**config.mk**
```make
export PLATFORM = sky130hd
export DESIGN_NAME = gm_bus_arb_flat
export DESIGN_NICKNAME = d
export VERILOG_FILES = /design/src/rtl/gm_bus_arb_if.sv /design/src/rtl/gm_bus_arb.sv /design/src/flat_wrapper.sv
export SDC_FILE = /design/constraint.sdc
export NUM_CORES = 1
export LEC_CHECK = 0
export CORE_AREA = 2 2 122 124
export DETAILED_ROUTE_END_ITERATION = 7
export DIE_AREA = 0 0 124 126
export HOLD_SLACK_MARGIN = 0.1
export SETUP_SLACK_MARGIN = 0.02
export SLEW_MARGIN = 20
export SYNTH_ARGS = -nofsm -noshare
export SYNTH_HDL_FRONTEND = slang
export SYNTH_SLANG_ARGS = --single-unit
```
**constraint.sdc**
```tcl
create_clock -name clk_i -period 2 [get_ports clk_i]
set_input_delay 0.3 -clock clk_i [delete_from_list [all_inputs] [get_ports clk_i]]
set_output_delay 0.3 -clock clk_i [all_outputs]
set_load 0.1 [all_outputs]
```
**src/rtl/gm_bus_arb_if.sv**
```systemverilog
// Wishbone link between one master and one slave.
// Ports (modports):
//   master - drives cyc/stb/we/adr/sel/dat_m, receives dat_s/ack
//   slave  - receives cyc/stb/we/adr/sel/dat_m, drives dat_s/ack
interface gm_bus_arb_if #(
    parameter int AW = 32,
    parameter int DW = 32
);
    logic            cyc;
    logic            stb;
    logic            we;
    logic [AW-1:0]   adr;
    logic [DW/8-1:0] sel;
    logic [DW-1:0]   dat_m;
    logic [DW-1:0]   dat_s;
    logic            ack;

    modport master (
        output cyc, stb, we, adr, sel, dat_m,
        input  dat_s, ack
    );

    modport slave (
        input  cyc, stb, we, adr, sel, dat_m,
        output dat_s, ack
    );
endinterface

```
**src/rtl/gm_bus_arb.sv**
```systemverilog
// Two-master, one-slave Wishbone arbiter for the framebuffer memory port.
// Video fetcher (v_bus) has priority and keeps its grant for HOLD_CYCLES
// across gaps between per-word cycles; the CPU (c_bus) is guaranteed access
// once it has waited CPU_MAX_WAIT cycles.
// Ports:
//   clk_i  - clock
//   rst_i  - asynchronous active-low reset
//   v_bus  - video master link (arbiter is its slave)
//   c_bus  - CPU master link (arbiter is its slave)
//   s_bus  - memory slave link (arbiter is its master)
//   grant  - one-hot grant, bit0 video, bit1 CPU, 00 when idle
module gm_bus_arb #(
    parameter int          AW           = 32,
    parameter int          DW           = 32,
    parameter int unsigned HOLD_CYCLES  = 2,
    parameter int unsigned CPU_MAX_WAIT = 64
) (
    input  logic            clk_i,
    input  logic            rst_i,
    gm_bus_arb_if.slave     v_bus,
    gm_bus_arb_if.slave     c_bus,
    gm_bus_arb_if.master    s_bus,
    output logic [1:0]      grant
);
    // A zero-width hold counter is illegal, so HOLD_CYCLES == 0 keeps one bit.
    localparam int unsigned HW = (HOLD_CYCLES > 0) ? $clog2(HOLD_CYCLES + 1) : 1;
    localparam int unsigned WW = $clog2(CPU_MAX_WAIT + 1);

    localparam logic [HW-1:0] HoldInit = (HOLD_CYCLES > 0) ? HW'(HOLD_CYCLES - 1) : '0;
    localparam logic [WW-1:0] WaitMax  = WW'(CPU_MAX_WAIT);

    typedef enum logic [1:0] {
        S_IDLE,
        S_VID,
        S_VID_HOLD,
        S_CPU
    } state_e;

    state_e        state_q, state_d;
    logic [HW-1:0] hold_cnt_q, hold_cnt_d;
    logic [WW-1:0] wait_cnt_q, wait_cnt_d;
    logic          starved;

    assign starved = (wait_cnt_q == WaitMax);

    always_ff @(posedge clk_i or negedge rst_i) begin
        if (!rst_i) begin
            state_q    <= S_IDLE;
            hold_cnt_q <= '0;
            wait_cnt_q <= '0;
        end else begin
            state_q    <= state_d;
            hold_cnt_q <= hold_cnt_d;
            wait_cnt_q <= wait_cnt_d;
        end
    end

    always_comb begin
        state_d    = state_q;
        hold_cnt_d = hold_cnt_q;
        unique case (state_q)
            S_IDLE: begin
                if (v_bus.cyc && !starved) begin
                    state_d = S_VID;
                end else if (c_bus.cyc) begin
                    state_d = S_CPU;
                end
            end
            S_VID: begin
                if (!v_bus.cyc) begin
                    if (HOLD_CYCLES > 0) begin
                        state_d    = S_VID_HOLD;
                        hold_cnt_d = HoldInit;
                    end else begin
                        state_d = S_IDLE;
                    end
                end
            end
            S_VID_HOLD: begin
                // A returning video request beats both hold expiry and starvation.
                if (v_bus.cyc) begin
                    state_d = S_VID;
                end else if (hold_cnt_q == '0 || starved) begin
                    state_d = S_IDLE;
                end else begin
                    hold_cnt_d = hold_cnt_q - HW'(1);
                end
            end
            S_CPU: begin
                if (!c_bus.cyc) begin
                    state_d = S_IDLE;
                end
            end
            default: state_d = S_IDLE;
        endcase
    end

    // Counts CPU waiting cycles outside its own grant, saturating at the limit.
    always_comb begin
        wait_cnt_d = wait_cnt_q;
        if (state_q == S_CPU || !c_bus.cyc) begin
            wait_cnt_d = '0;
        end else if (!starved) begin
            wait_cnt_d = wait_cnt_q + WW'(1);
        end
    end

    always_comb begin
        s_bus.cyc   = 1'b0;
        s_bus.stb   = 1'b0;
        s_bus.we    = 1'b0;
        s_bus.adr   = '0;
        s_bus.sel   = '0;
        s_bus.dat_m = '0;
        v_bus.ack   = 1'b0;
        c_bus.ack   = 1'b0;
        grant       = 2'b00;
        unique case (state_q)
            S_VID: begin
                s_bus.cyc   = v_bus.cyc;
                s_bus.stb   = v_bus.stb;
                s_bus.we    = v_bus.we;
                s_bus.adr   = v_bus.adr;
                s_bus.sel   = v_bus.sel;
                s_bus.dat_m = v_bus.dat_m;
                v_bus.ack   = s_bus.ack;
                grant       = 2'b01;
            end
            S_CPU: begin
                s_bus.cyc   = c_bus.cyc;
                s_bus.stb   = c_bus.stb;
                s_bus.we    = c_bus.we;
                s_bus.adr   = c_bus.adr;
                s_bus.sel   = c_bus.sel;
                s_bus.dat_m = c_bus.dat_m;
                c_bus.ack   = s_bus.ack;
                grant       = 2'b10;
            end
            default: begin
            end
        endcase
    end

    assign v_bus.dat_s = s_bus.dat_s;
    assign c_bus.dat_s = s_bus.dat_s;
endmodule

```
**src/flat_wrapper.sv**
```systemverilog
// flat-port wrapper written by rule: the top's interface ports become plain ports
module gm_bus_arb_flat 
#(
    parameter int          AW           = 32,
    parameter int          DW           = 32,
    parameter int unsigned HOLD_CYCLES  = 2,
    parameter int unsigned CPU_MAX_WAIT = 64
)
  (clk_i, rst_i, grant, v_bus_cyc, v_bus_stb, v_bus_we, v_bus_adr, v_bus_sel, v_bus_dat_m, v_bus_dat_s, v_bus_ack, c_bus_cyc, c_bus_stb, c_bus_we, c_bus_adr, c_bus_sel, c_bus_dat_m, c_bus_dat_s, c_bus_ack, s_bus_cyc, s_bus_stb, s_bus_we, s_bus_adr, s_bus_sel, s_bus_dat_m, s_bus_dat_s, s_bus_ack);
  gm_bus_arb_if #(.AW(AW), .DW(DW)) v_bus_i ();
  gm_bus_arb_if #(.AW(AW), .DW(DW)) c_bus_i ();
  gm_bus_arb_if #(.AW(AW), .DW(DW)) s_bus_i ();
  input  logic clk_i;
  input  logic rst_i;
  output logic [1:0] grant;
  input wire logic [$bits(v_bus_i.cyc)-1:0] v_bus_cyc;
  input wire logic [$bits(v_bus_i.stb)-1:0] v_bus_stb;
  input wire logic [$bits(v_bus_i.we)-1:0] v_bus_we;
  input wire logic [$bits(v_bus_i.adr)-1:0] v_bus_adr;
  input wire logic [$bits(v_bus_i.sel)-1:0] v_bus_sel;
  input wire logic [$bits(v_bus_i.dat_m)-1:0] v_bus_dat_m;
  output wire logic [$bits(v_bus_i.dat_s)-1:0] v_bus_dat_s;
  output wire logic [$bits(v_bus_i.ack)-1:0] v_bus_ack;
  input wire logic [$bits(c_bus_i.cyc)-1:0] c_bus_cyc;
  input wire logic [$bits(c_bus_i.stb)-1:0] c_bus_stb;
  input wire logic [$bits(c_bus_i.we)-1:0] c_bus_we;
  input wire logic [$bits(c_bus_i.adr)-1:0] c_bus_adr;
  input wire logic [$bits(c_bus_i.sel)-1:0] c_bus_sel;
  input wire logic [$bits(c_bus_i.dat_m)-1:0] c_bus_dat_m;
  output wire logic [$bits(c_bus_i.dat_s)-1:0] c_bus_dat_s;
  output wire logic [$bits(c_bus_i.ack)-1:0] c_bus_ack;
  output wire logic [$bits(s_bus_i.cyc)-1:0] s_bus_cyc;
  output wire logic [$bits(s_bus_i.stb)-1:0] s_bus_stb;
  output wire logic [$bits(s_bus_i.we)-1:0] s_bus_we;
  output wire logic [$bits(s_bus_i.adr)-1:0] s_bus_adr;
  output wire logic [$bits(s_bus_i.sel)-1:0] s_bus_sel;
  output wire logic [$bits(s_bus_i.dat_m)-1:0] s_bus_dat_m;
  input wire logic [$bits(s_bus_i.dat_s)-1:0] s_bus_dat_s;
  input wire logic [$bits(s_bus_i.ack)-1:0] s_bus_ack;
  assign v_bus_i.cyc = v_bus_cyc;
  assign v_bus_i.stb = v_bus_stb;
  assign v_bus_i.we = v_bus_we;
  assign v_bus_i.adr = v_bus_adr;
  assign v_bus_i.sel = v_bus_sel;
  assign v_bus_i.dat_m = v_bus_dat_m;
  assign v_bus_dat_s = v_bus_i.dat_s;
  assign v_bus_ack = v_bus_i.ack;
  assign c_bus_i.cyc = c_bus_cyc;
  assign c_bus_i.stb = c_bus_stb;
  assign c_bus_i.we = c_bus_we;
  assign c_bus_i.adr = c_bus_adr;
  assign c_bus_i.sel = c_bus_sel;
  assign c_bus_i.dat_m = c_bus_dat_m;
  assign c_bus_dat_s = c_bus_i.dat_s;
  assign c_bus_ack = c_bus_i.ack;
  assign s_bus_cyc = s_bus_i.cyc;
  assign s_bus_stb = s_bus_i.stb;
  assign s_bus_we = s_bus_i.we;
  assign s_bus_adr = s_bus_i.adr;
  assign s_bus_sel = s_bus_i.sel;
  assign s_bus_dat_m = s_bus_i.dat_m;
  assign s_bus_i.dat_s = s_bus_dat_s;
  assign s_bus_i.ack = s_bus_ack;
  gm_bus_arb #(.AW(AW), .DW(DW), .HOLD_CYCLES(HOLD_CYCLES), .CPU_MAX_WAIT(CPU_MAX_WAIT)) u_core (.clk_i(clk_i), .rst_i(rst_i), .v_bus(v_bus_i), .c_bus(c_bus_i), .s_bus(s_bus_i), .grant(grant));
endmodule
```
==> results.toml <==
[outcome]
outcome = "completed"

[detailed_routing]
detail-route-antenna-nets = 0
drt-total-wl_um = 9340
detail_routed_via_count_per_cell = 4.10
drc_errors = 0
drt_pre_antenna_iters = 4
via_count = 2582
drtIter0Drc = 130
wl_per_cell_um = 14.8

[critical_path]
crit_path_top_delay_cell = "sky130_fd_sc_hd__dfrtp_4"
worstReg2RegStart = "u_core.wait_cnt_q[3]"
worst-r2r-cell-count = 3
critPathMaxFanout = 33
timing.critical_path.slowest_cell_delay_ns = 0.53
crit_required_ns = 1.70
cp_cell_sequence = "buf_16 > mux2i_1 > nor2b_2 > buf_12"
cp-endpoint = "s_bus_dat_m[22]"
arrival_ns = 1.55
crit_type = "reg -> out"
cp-end-kind = "primary output"
start_kind = "flop"
setup.worst_path.start = "u_core.state_q[1]"
rr_endpoint = "u_core.hold_cnt_q[1]"
rrSetupSlack_ns = 0.26

[sta]
final-max-slew-violation-count = 0
slew_headroom = 0.648
final-setup-viol-count = 0
highest_clock_rate_mhz = 539
final.setup.tns_ns = 0
clock_skew_ns = 0.00360
worst_pin_slew_ns = 0.527
finalWorstPathRequiredPeriod_ns = 1.85
grt_setup_unrepaired = "false"
hold_viol = 0
finalCritPeriodShare = 0.927

[layout]
layout-drive-gt1-share = 0.372
syn_to_final_growth_pct = 131
mostFrequentLayoutCells = "144 x sky130_fd_sc_hd__clkdlybuf4s50_1, 77 x sky130_fd_sc_hd__buf_12, 66 x sky130_fd_sc_hd__mux2i_1"
multi_input_comb_area_mm2 = 0.00189
final_design_area_no_fill_mm2 = 0.00553
design.final.nets = 627
nFillCells = 1393
most_common_library_cell_in_the_layout_ignoring_fill_and_taps = "sky130_fd_sc_hd__clkdlybuf4s50_1"
antennaDiodeCount = 0
final_core_util = 0.386
ff_latch_area_um2 = 280

[placement]
count_of_buffers_from_port_buffering = 219
detailed_place.area_mm2 = 0.00542
gp_congestion = 0.921
place.detailed.hpwl_um = 7910

[power_and_ir_drop]
seqPwrFrac = 0.032
power_leakage_nw = 2.36
comb_power_share = 0.936
internal_power_mw = 4.68
power.net_switching_mw = 6.84
p_per_area_mw_per_mm2 = 2080
power.share.switching = 0.594
part_of_the_power_in_the_clock_network = 0.032
vdd.ir_drop.worst_mv = 1.22

[synth]
postSynthRegisterBits = 11
netlist_area_mm2 = 0.00240
synthCells = 301
synth-seq-area-share = 0.115
synthesized_netlist_net_count = 481
synth.distinct_cells = 33
synth.avg_cell_area_um2 = 7.97
yosys_warnings = 0

[die]
die_area_mm2 = 0.0156
row_count = 44
design.portCount = 316
initial_utilization = 0.168
floorplan.core_area_mm2 = 0.0143
die_h_um = 126
fp.dieW_um = 124

[cts]
cts_buffer_depth = 2
ctsHtreeMaxLevel = 1
cts_hold_repair.buffers = 0
cts_made_buffers = 3
tritoncts_clock_tree = "built"
ctsRootBufferMaster = "sky130_fd_sc_hd__clkbuf_16"
clk_transition_reported_paths_ns = 0.04
clock_latency_ns = 0.24
clock_sinks = 11

[global_route]
grt_max_degree = 69
number_of_antenna_violations_at_the_first_check_in_global_routing = 0
first_global_vias = 2754
total_congestion_overflow_after_global_routing = 0
globalRouteTotalUtil = 0.115
grt_first_pass_wirelength_um = 14400

[worst_hold_path]
holdCritPathClass = "in -> async"

[run]
drv_cap = 0
[timing repair]
action / CTS / global route
endpoints found under the setup margin: 0 / 31
gates resized for setup: 0 / 6
setup buffers: 0 / 1
endpoints found under the hold margin: 0 / 0
[worst max-delay path: cells and delay by family (launching register included)]
family / cells / cell delay, ns
DFF: 1 / 0.53
and+or+nand+nor: 1 / 0.20
buffers and inverters: 2 / 0.41
muxes: 1 / 0.16
[cells in the mapped netlist]
library cell                    instances  area, µm²
sky130_fd_sc_hd__o2111a_1               1       11.3
sky130_fd_sc_hd__nor4_1                 1       6.26
sky130_fd_sc_hd__a211o_1                1       8.76
sky130_fd_sc_hd__nand2_1                5       18.8
sky130_fd_sc_hd__o211ai_1               1       7.51
sky130_fd_sc_hd__ha_1                   3       37.5
sky130_fd_sc_hd__mux2i_1               71        711
sky130_fd_sc_hd__nand2b_1               3       18.8
sky130_fd_sc_hd__inv_1                  6       22.5
sky130_fd_sc_hd__clkbuf_1               9       33.8
sky130_fd_sc_hd__o21a_1                 2       15.0
sky130_fd_sc_hd__or3_1                  3       18.8
sky130_fd_sc_hd__and2_1                 2       12.5
sky130_fd_sc_hd__nand3_1                4       20.0
sky130_fd_sc_hd__o21ai_0                4       20.0
sky130_fd_sc_hd__buf_1                  3       11.3
sky130_fd_sc_hd__xor2_1                 2       17.5
sky130_fd_sc_hd__a21oi_1                4       20.0
sky130_fd_sc_hd__buf_2                  6       30.0
sky130_fd_sc_hd__o311ai_1               1       8.76
sky130_fd_sc_hd__buf_4                 64        480
sky130_fd_sc_hd__o2bb2ai_1              1       8.76
sky130_fd_sc_hd__buf_6                  1       11.3
sky130_fd_sc_hd__nor2_1                 6       22.5
sky130_fd_sc_hd__dfrtp_1               11        275
sky130_fd_sc_hd__nand2b_2               1       8.76
sky130_fd_sc_hd__and3_1                 1       6.26
sky130_fd_sc_hd__o311ai_0               2       17.5
sky130_fd_sc_hd__nor2b_1               74        463
sky130_fd_sc_hd__dlygate4sd1_1          1       8.76
sky130_fd_sc_hd__nor3_1                 5       25.0
sky130_fd_sc_hd__o32a_1                 1       10.0
sky130_fd_sc_hd__or4_4                  1       11.3
[power groups by stage]
stage	clock network [mW]	registers, mW	logic, mW
2_1_floorplan	0	0.312	7.70
3_3_place_gp	0	0.401	10.7
3_5_place_dp	0	0.405	10.7
4_1_cts	0.372	0.405	10.8
5_1_grt	0.384	0.379	11.1
6_report	0.365	0.370	10.8
[state kept, by name (all words and copies together), names as in the netlist]
signal / cells
u_core.wait_cnt_q: 7
u_core.hold_cnt_q: 2
u_core.state_q: 2
[logic make-up (layout without fill, tap and decap cells)]
kind of cell / count (synthesis) / after routing / share of synthesized area
and+or+nand+nor: 106 / 106 / 0.263
buffers and inverters: 90 / 235 / 0.249
muxes: 71 / 71 / 0.296
AOI/OAI and AO/OA: 18 / 18 / 0.0532
DFF: 11 / 11 / 0.115
adders and majority gates: 3 / 3 / 0.0157
xor gates and xnor gates: 2 / 2 / 0.00730
[worst min path at each step]
stage                           endpoint  slack [ns]            startpoint
finish                 u_core.state_q[1]        0.41                 rst_i
detailed placement  u_core.wait_cnt_q[6]        0.55  u_core.wait_cnt_q[6]
global placement    u_core.hold_cnt_q[1]        0.53  u_core.hold_cnt_q[1]
global route        u_core.wait_cnt_q[5]        0.45                 rst_i
floorplan           u_core.hold_cnt_q[0]       0.004                 rst_i
CTS                 u_core.hold_cnt_q[1]        0.43                 rst_i
[area by class of cell]
class	instances	area share
Tap cell	184	0.0416
Sequential cell	11	0.0507
Multi-Input combinational cell	200	0.341
Clock buffer	4	0.0143
Inverter	6	0.00407
Timing Repair Buffer	225	0.548
[per-stage QoR]
stage | hold slack [ns] | setup WS (ns) | power (mW) | std cells
2_1_floorplan | 0.00441 | -0.327 | 8.02 | 301
3_3_place_gp | 0.531 | 0.285 | 11.1 | 625
3_5_place_dp | 0.554 | 0.250 | 11.2 | 625
4_1_cts | 0.429 | 0.0319 | 11.5 | 629
5_1_grt | 0.448 | 0.0986 | 11.9 | 630
6_report | 0.413 | 0.145 | 11.5 | 630
[metal layers]
metal / GRT usage / part of all wire
met1: 0.127 / 0.36
met3: 0.0313 / 0.10
met2: 0.216 / 0.52
met5: 0 / 0
met4: 0.0278 / 0.014
(Power assumes the default switching activity.)
